### src/rtl/neopix_pkg.sv
// neopix_pkg: definitions shared by the WS2812 receive path.
//   - Line timing constants. They match spi_to_neopix, so the transmitter and
//     this receiver agree on T0H, T1H, bit period and latch gap.
//   - The receive FSM state encoding.
//   - The ERR_CODE values reported by neopix_rx.
package neopix_pkg;

   // Line timing in 50 MHz clocks.
   localparam int NP_T0H_CLKS    = 20;
   localparam int NP_T1H_CLKS    = 40;
   localparam int NP_PERIOD_CLKS = 62;
   localparam int NP_RESET_CLKS  = 2500;

   typedef enum logic [1:0] {
      S_SYNC,   // waiting for a full latch gap before trusting the line
      S_IDLE,   // between frames, waiting for the first rising edge
      S_HIGH,   // measuring a high pulse
      S_LOW     // low between bits, or a latch gap in progress
   } rx_state_t;

   localparam logic [1:0] ERR_OVERFLOW  = 2'd0;
   localparam logic [1:0] ERR_GLITCH    = 2'd1;
   localparam logic [1:0] ERR_LONG_HIGH = 2'd2;
   localparam logic [1:0] ERR_PARTIAL   = 2'd3;

endpackage

### src/rtl/neopix_pulse_meter.sv
// neopix_pulse_meter: front end of the WS2812 receiver.
// It synchronises DI, detects edges, and measures high and low run lengths
// with saturating counters. Every event comes out registered, one cycle after
// the synchronised edge that caused it, so all events share one pipeline
// delay and reach the FSM in line order.
// Ports:
//   clk        in   system clock
//   rst        in   asynchronous active-high reset
//   di         in   asynchronous line input
//   bit_stb    out  a valid high pulse ended; its bit value is on bit_val
//   bit_val    out  decoded bit (high time >= T1_THRESH_CLKS)
//   glitch     out  a high pulse ended shorter than MIN_HIGH_CLKS
//   long_high  out  high time just reached MAX_HIGH_CLKS
//   gap        out  low time just reached RESET_CLKS
//   rise       out  rising edge of the synchronised line
module neopix_pulse_meter
   import neopix_pkg::*;
#(
   parameter int T1_THRESH_CLKS = 30,
   parameter int MIN_HIGH_CLKS  = 5,
   parameter int MAX_HIGH_CLKS  = 100,
   parameter int RESET_CLKS     = NP_RESET_CLKS
) (
   input  logic clk,
   input  logic rst,
   input  logic di,
   output logic bit_stb,
   output logic bit_val,
   output logic glitch,
   output logic long_high,
   output logic gap,
   output logic rise
);

   localparam int HW = $clog2(MAX_HIGH_CLKS + 1);
   localparam int LW = $clog2(RESET_CLKS + 1);
   localparam logic [HW-1:0] H_MAX  = HW'(MAX_HIGH_CLKS);
   localparam logic [HW-1:0] H_LAST = HW'(MAX_HIGH_CLKS - 1);
   localparam logic [HW-1:0] H_MIN  = HW'(MIN_HIGH_CLKS);
   localparam logic [HW-1:0] H_T1   = HW'(T1_THRESH_CLKS);
   localparam logic [LW-1:0] L_MAX  = LW'(RESET_CLKS);
   localparam logic [LW-1:0] L_LAST = LW'(RESET_CLKS - 1);

   logic          di_meta_q, di_meta_d;
   logic          di_s_q, di_s_d;
   logic          di_prev_q, di_prev_d;
   logic [HW-1:0] hcnt_q, hcnt_d;
   logic [LW-1:0] lcnt_q, lcnt_d;
   logic          bit_stb_q, bit_stb_d;
   logic          bit_val_q, bit_val_d;
   logic          glitch_q, glitch_d;
   logic          long_high_q, long_high_d;
   logic          gap_q, gap_d;
   logic          rise_q, rise_d;
   logic          fall_w;

   always_comb begin
      di_meta_d = di;
      di_s_d    = di_meta_q;
      di_prev_d = di_s_q;
      fall_w    = ~di_s_q & di_prev_q;
      rise_d    = di_s_q & ~di_prev_q;

      // hcnt_q holds the length of the high run so far. On the fall cycle it
      // holds the full pulse width in clocks.
      hcnt_d = '0;
      if (di_s_q) begin
         hcnt_d = (hcnt_q == H_MAX) ? H_MAX : hcnt_q + 1'b1;
      end
      lcnt_d = '0;
      if (!di_s_q) begin
         lcnt_d = (lcnt_q == L_MAX) ? L_MAX : lcnt_q + 1'b1;
      end

      // A pulse that already saturated has been reported as long_high, so its
      // falling edge produces no further event.
      bit_stb_d   = fall_w && (hcnt_q >= H_MIN) && (hcnt_q < H_MAX);
      bit_val_d   = (hcnt_q >= H_T1);
      glitch_d    = fall_w && (hcnt_q < H_MIN);
      long_high_d = di_s_q && (hcnt_q == H_LAST);
      gap_d       = !di_s_q && (lcnt_q == L_LAST);
   end

   always_ff @(posedge clk or posedge rst) begin
      if (rst) begin
         di_meta_q   <= 1'b0;
         di_s_q      <= 1'b0;
         di_prev_q   <= 1'b0;
         hcnt_q      <= '0;
         lcnt_q      <= '0;
         bit_stb_q   <= 1'b0;
         bit_val_q   <= 1'b0;
         glitch_q    <= 1'b0;
         long_high_q <= 1'b0;
         gap_q       <= 1'b0;
         rise_q      <= 1'b0;
      end else begin
         di_meta_q   <= di_meta_d;
         di_s_q      <= di_s_d;
         di_prev_q   <= di_prev_d;
         hcnt_q      <= hcnt_d;
         lcnt_q      <= lcnt_d;
         bit_stb_q   <= bit_stb_d;
         bit_val_q   <= bit_val_d;
         glitch_q    <= glitch_d;
         long_high_q <= long_high_d;
         gap_q       <= gap_d;
         rise_q      <= rise_d;
      end
   end

   assign bit_stb   = bit_stb_q;
   assign bit_val   = bit_val_q;
   assign glitch    = glitch_q;
   assign long_high = long_high_q;
   assign gap       = gap_q;
   assign rise      = rise_q;

endmodule

### src/rtl/neopix_rx.sv
// neopix_rx: WS2812 line decoder. It assembles 24-bit GRB pixels MSB-first,
// strobes each pixel with its index, and reports frame end on the latch gap.
// Ports:
//   CLK         in   system clock (50 MHz)
//   RESET       in   asynchronous active-high reset
//   DI          in   asynchronous WS2812 data input
//   PIX_DATA    out  last decoded pixel, first-received bit at [23]
//   PIX_INDEX   out  index of PIX_DATA within the frame
//   PIX_VALID   out  one-cycle pixel strobe
//   FRAME_DONE  out  one-cycle strobe at a latch gap that follows at least one bit
//   PIX_COUNT   out  pixels accepted in the frame, updated with FRAME_DONE
//   ERR         out  one-cycle error strobe
//   ERR_CODE    out  cause of the last ERR, held until the next ERR
module neopix_rx
   import neopix_pkg::*;
#(
   parameter int NUM_LEDS       = 256,
   parameter int T1_THRESH_CLKS = 30,
   parameter int MIN_HIGH_CLKS  = 5,
   parameter int MAX_HIGH_CLKS  = 100,
   parameter int RESET_CLKS     = NP_RESET_CLKS
) (
   input  logic                          CLK,
   input  logic                          RESET,
   input  logic                          DI,
   output logic [23:0]                   PIX_DATA,
   output logic [$clog2(NUM_LEDS)-1:0]   PIX_INDEX,
   output logic                          PIX_VALID,
   output logic                          FRAME_DONE,
   output logic [$clog2(NUM_LEDS+1)-1:0] PIX_COUNT,
   output logic                          ERR,
   output logic [1:0]                    ERR_CODE
);

   localparam int IW = $clog2(NUM_LEDS);
   localparam int CW = $clog2(NUM_LEDS + 1);

   logic bit_stb, bit_val, glitch, long_high, gap, rise;

   neopix_pulse_meter #(
      .T1_THRESH_CLKS (T1_THRESH_CLKS),
      .MIN_HIGH_CLKS  (MIN_HIGH_CLKS),
      .MAX_HIGH_CLKS  (MAX_HIGH_CLKS),
      .RESET_CLKS     (RESET_CLKS)
   ) u_meter (
      .clk       (CLK),
      .rst       (RESET),
      .di        (DI),
      .bit_stb   (bit_stb),
      .bit_val   (bit_val),
      .glitch    (glitch),
      .long_high (long_high),
      .gap       (gap),
      .rise      (rise)
   );

   rx_state_t     state_q, state_d;
   logic [23:0]   shift_q, shift_d;
   logic [4:0]    bit_cnt_q, bit_cnt_d;
   logic [CW-1:0] pix_idx_q, pix_idx_d;     // saturates at NUM_LEDS
   logic [23:0]   pix_data_q, pix_data_d;
   logic [IW-1:0] pix_index_q, pix_index_d;
   logic          pix_valid_q, pix_valid_d;
   logic          frame_done_q, frame_done_d;
   logic [CW-1:0] pix_count_q, pix_count_d;
   logic          err_q, err_d;
   logic [1:0]    err_code_q, err_code_d;
   logic [23:0]   shift_w;

   always_ff @(posedge CLK or posedge RESET) begin
      if (RESET) begin
         state_q <= S_SYNC;
      end else begin
         state_q <= state_d;
      end
   end

   always_comb begin
      state_d      = state_q;
      shift_d      = shift_q;
      bit_cnt_d    = bit_cnt_q;
      pix_idx_d    = pix_idx_q;
      pix_data_d   = pix_data_q;
      pix_index_d  = pix_index_q;
      pix_valid_d  = 1'b0;
      frame_done_d = 1'b0;
      pix_count_d  = pix_count_q;
      err_d        = 1'b0;
      err_code_d   = err_code_q;
      shift_w      = {shift_q[22:0], bit_val};

      case (state_q)
         S_SYNC: begin
            if (gap) state_d = S_IDLE;
         end
         S_IDLE: begin
            bit_cnt_d = '0;
            pix_idx_d = '0;
            shift_d   = '0;
            if (rise) state_d = S_HIGH;
         end
         S_HIGH: begin
            if (long_high) begin
               err_d      = 1'b1;
               err_code_d = ERR_LONG_HIGH;
               state_d    = S_SYNC;
            end else if (glitch) begin
               err_d      = 1'b1;
               err_code_d = ERR_GLITCH;
               state_d    = S_SYNC;
            end else if (bit_stb) begin
               state_d = S_LOW;
               shift_d = shift_w;
               if (bit_cnt_q == 5'd23) begin
                  // The 24th bit is shifted in and published on the same edge.
                  bit_cnt_d = '0;
                  if (pix_idx_q < CW'(NUM_LEDS)) begin
                     pix_data_d  = shift_w;
                     pix_index_d = pix_idx_q[IW-1:0];
                     pix_valid_d = 1'b1;
                     pix_idx_d   = pix_idx_q + 1'b1;
                  end else begin
                     err_d      = 1'b1;
                     err_code_d = ERR_OVERFLOW;
                  end
               end else begin
                  bit_cnt_d = bit_cnt_q + 1'b1;
               end
            end
         end
         S_LOW: begin
            if (rise) begin
               state_d = S_HIGH;
            end else if (gap) begin
               frame_done_d = 1'b1;
               pix_count_d  = pix_idx_q;
               state_d      = S_IDLE;
               if (bit_cnt_q != 5'd0) begin
                  err_d      = 1'b1;
                  err_code_d = ERR_PARTIAL;
               end
            end
         end
         default: state_d = S_SYNC;
      endcase
   end

   always_ff @(posedge CLK or posedge RESET) begin
      if (RESET) begin
         shift_q      <= '0;
         bit_cnt_q    <= '0;
         pix_idx_q    <= '0;
         pix_data_q   <= '0;
         pix_index_q  <= '0;
         pix_valid_q  <= 1'b0;
         frame_done_q <= 1'b0;
         pix_count_q  <= '0;
         err_q        <= 1'b0;
         err_code_q   <= '0;
      end else begin
         shift_q      <= shift_d;
         bit_cnt_q    <= bit_cnt_d;
         pix_idx_q    <= pix_idx_d;
         pix_data_q   <= pix_data_d;
         pix_index_q  <= pix_index_d;
         pix_valid_q  <= pix_valid_d;
         frame_done_q <= frame_done_d;
         pix_count_q  <= pix_count_d;
         err_q        <= err_d;
         err_code_q   <= err_code_d;
      end
   end

   assign PIX_DATA   = pix_data_q;
   assign PIX_INDEX  = pix_index_q;
   assign PIX_VALID  = pix_valid_q;
   assign FRAME_DONE = frame_done_q;
   assign PIX_COUNT  = pix_count_q;
   assign ERR        = err_q;
   assign ERR_CODE   = err_code_q;

endmodule

### config.mk
export PLATFORM = sky130hd
export DESIGN_NAME = neopix_rx
export DESIGN_NICKNAME = d
export VERILOG_FILES = /design/src/rtl/neopix_pkg.sv /design/src/rtl/neopix_pulse_meter.sv /design/src/rtl/neopix_rx.sv
export SDC_FILE = /design/constraint.sdc
export NUM_CORES = 1
export LEC_CHECK = 0
export ABC_AREA = 1
export BUFFER_PORTS_ARGS = -buffer_cell sky130_fd_sc_hd__buf_2
export CAP_MARGIN = 20
export CORE_ASPECT_RATIO = 0.5
export CORE_MARGIN = 2
export CORE_UTILIZATION = 63
export CTS_BUF_LIST = sky130_fd_sc_hd__clkbuf_8 sky130_fd_sc_hd__clkbuf_16
export CTS_CLUSTER_SIZE = 16
export DETAILED_ROUTE_END_ITERATION = 16
export GPL_ROUTABILITY_DRIVEN = 1
export GPL_TIMING_DRIVEN = 0
export HOLD_SLACK_MARGIN = 0.06
export PLACE_DENSITY = 0.84
export SETUP_SLACK_MARGIN = 0.4
export SLEW_MARGIN = 25
export SYNTH_ARGS = -nofsm -noshare
export SYNTH_HDL_FRONTEND = slang
export SYNTH_HIERARCHICAL = 1
export SYNTH_SLANG_ARGS = --single-unit
### constraint.sdc
create_clock -name CLK -period 4.4 [get_ports CLK]
set_input_delay 0.44 -clock CLK [delete_from_list [all_inputs] [get_ports CLK]]
set_output_delay 0.44 -clock CLK [all_outputs]
set_load 0.01 [all_outputs]
==> flow_metrics.py <==
metrics = {
    "status": {
        "status": "finished, final reports clean",
    },
    "synth": {
        "synth-edff-count": 0,
        "syn_nets": 567,
        "async_flop_share_pct": 100,
        "synth_common_cells": "nand2_1 (117), dfrtp_1 (113), inv_1 (68)",
        "synth_cell_type_count": 34,
        "synthTopCellsByArea": "dfrtp_1 (55%), nand2_1 (8.6%), o21ai_2 (5.5%)",
        "synth_top_area_share_pct": 55.1,
        "syn_area_per_cell_sq_um": 9.24,
        "synth-seq-area-share_pct": 55.1,
        "synth_largest_area_cell": "dfrtp_1",
        "synth_seq_cells": 113,
        "yosysWarnings": 6,
        "synth_area_sq_mm": 0.00514,
        "synth_most_common_cell": "nand2_1",
        "syn_inst": 556,
        "ys.flop_type": "dfrtp_1",
    },
    "timing": {
        "finalCritPeriodShare_pct": 37.1,
        "clock_skew_ps": 7.97,
        "worst_slack_ps": 2770,
        "max_clock_freq_ghz": 0.612,
        "setup_viol_count_final": 0,
        "slew-limit-headroom_pct": 54.5,
        "rsz0062_at_grt": "false",
        "setup_tns_ps": 0,
        "min_period_ps": 1630,
        "hold_slack_ps": 117,
        "finalHoldViolCount": 0,
        "tightestPinTransition_ps": 682,
        "drv_slew": 0,
    },
    "global_route": {
        "busiest_layer": "met2",
        "track_usage_pct": 25.2,
        "grt_overflow_total": 0,
        "grt_pass1_wl_mm": 17.4,
        "grt_pass1_vias": 3739,
        "grt_start_max_net_pins": 56,
        "grtUsageMet3_pct": 7.63,
        "antenna_found_initial": 0,
        "grt_use_met2_pct": 44.2,
        "use_met1_pct": 30.4,
    },
    "place": {
        "dpl.cell_count": 717,
        "dp.final_hpwl_mm": 6.49,
        "routabilityCongestion": 0.896,
        "placed_area_sq_mm": 0.00554,
        "pre_cts_slack_ps": 2800,
        "io_buffers": 48,
    },
    "drt": {
        "wl_per_cell_um": 14.1,
        "num_vias": 3914,
        "ant_nets": 0,
        "wl_mm": 10.5,
        "vias_per_cell": 5.24,
        "drcViolationCount": 0,
        "first_iter_violations": 231,
        "firstDrtPassIters": 5,
    },
    "pwr": {
        "vdd_drop_max_v": 0.000309,
        "p_leak_nw": 2.99,
        "p_per_area_mw_per_mm2": 400,
    },
    "setup_path": {
        "arrival_ps": 1920,
        "cp-start-kind": "flop",
        "path_max_fanout": 10,
        "cp_slowest_stage_delay_ps": 390,
        "cpMaxStageDelayCell": "dfrtp_1",
        "critPathKind": "reg -> reg",
        "path_cells": "ha_1 -> nand2_1 -> inv_2 -> nand3_1 -> nor2_1 -> nand2_1 -> buf_6 -> buf_6 -> nand2_2 -> o21ai_2",
        "path_buf_inv": 3,
        "required_ps": 4690,
        "critPathTopFamily": "simple AND/OR/NAND/NOR gates",
        "cp-end-kind": "flop",
    },
    "finish": {
        "nNetsFinal": 635,
        "areaGrowthSynthToFinish_pct": 19.3,
        "drive_gt1_share_pct": 26.9,
        "fin_cells": 747,
        "diodes": 0,
        "final_area_sq_mm": 0.00613,
        "final.fill_count": 523,
    },
    "clock_network": {
        "post_cts_resized": 0,
        "cts.sinks": 113,
        "cts_setup_buffers": 0,
        "insertion_delay_ps": 410,
        "cts_max_path_buffers": 2,
        "clk_pin_slew_worst_paths_ps": 60,
        "hold_buffers": 0,
        "cts_made_buffers": 17,
        "cts-root-buf": "clkbuf_16",
        "h-tree-depth": 4,
        "cts_tree": "yes",
    },
    "floorplanning": {
        "fp.dieArea_sq_mm": 0.00893,
        "die_height_um": 67.8,
        "initial_core_util_pct": 64.7,
        "die_x_um": 132,
        "fp.coreArea_sq_mm": 0.00794,
        "io_pins": 49,
        "rows": 23,
    },
    "job": {
        "cap_violations": 0,
    },
    "hold_path": {
        "hold_class": "in -> async",
    },
}
[routing by layer]
metal / up-vias / wire (um)
met1: 1879 / 4650
li1: 1927 / -
met5: - / 0
met4: 0 / 156
met3: 16 / 470
met2: 92 / 5250
[per-stage QoR]
step                      util, %  power (mW)
final                        77.1        2.45
after global routing         77.1        2.52
after CTS                    77.1        2.46
after detailed placement     69.7        1.12
after global placement       69.5        1.12
after floorplan                 -        1.11
[power by group]
group	total, mW	switching (mW)	internal [mW]	leakage, nW
Sequential	1.05	0.00670	1.05	1.57
Clock	1.35	0.464	0.884	0.287
Combinational	0.0468	0.0351	0.0117	1.14
Total	2.45	0.506	1.94	2.99
[placed cells by master, fill, tap and decap left out, types with 13 or more instances in the layout]
master | netlist | layout
clkbuf_16 | 0 | 17
nand2_2 | 31 | 31
inv_1 | 68 | 66
o22ai_1 | 23 | 23
nor2_1 | 55 | 55
nand3_1 | 24 | 24
o21ai_1 | 13 | 13
nand2_1 | 117 | 117
buf_2 | 4 | 52
o21ai_2 | 32 | 32
dfrtp_1 | 113 | 113
[worst paths after layout]
path,from,end,slack (ps),depth (start not counted)
setup / recovery,bit_cnt_q[0]$_DFFE_PP0P_,PIX_DATA[1]$_DFFE_PP0P_,2770,10
hold reg to reg,u_meter/di_meta_q$_DFF_PP0_,u_meter/di_prev_d$_DFF_PP0_,350,0
max in group asynchronous,RESET,bit_cnt_q[3]$_DFFE_PP0P_,3640,3
setup reg to reg,bit_cnt_q[0]$_DFFE_PP0P_,PIX_DATA[1]$_DFFE_PP0P_,2770,10
min in group CLK,DI,u_meter/di_meta_q$_DFF_PP0_,140,1
hold / removal,RESET,u_meter/lcnt_q[6]$_DFF_PP0_,120,2
[final cells by class]
class,count,area [sq um],area share [%]
Clock inverter,9,108,1.76
Clock buffer,21,480,7.84
Multi-Input combinational cell,353,1910,31.1
Inverter,73,277,4.51
Sequential cell,113,2830,46.2
Timing Repair Buffer,49,260,4.25
Tap cell,112,140,2.29
Buffer,17,129,2.10
[sequential cells by signal, indices dropped and copies added (netlist names), 2 cells and up]
register and flops:
u_meter/lcnt_q 12, state_q 2, ERR_CODE 2, pix_idx_q 9, u_meter/hcnt_q 7, shift_q 23
PIX_DATA 24, PIX_INDEX 8, bit_cnt_q 5, PIX_COUNT 9
[kinds of logic (layout without fill, tap and decap cells)]
family | count (synthesis) | count (layout) | synth area share (%)
simple gates | 254 | 254 | 22.8
flops | 113 | 113 | 55.1
buf+inv | 90 | 169 | 7.84
compound gates | 84 | 84 | 11.2
fa+ha+maj | 8 | 8 | 1.95
xor+xnor | 7 | 7 | 1.19
Note: power is estimated with default switching activity, not from simulation.
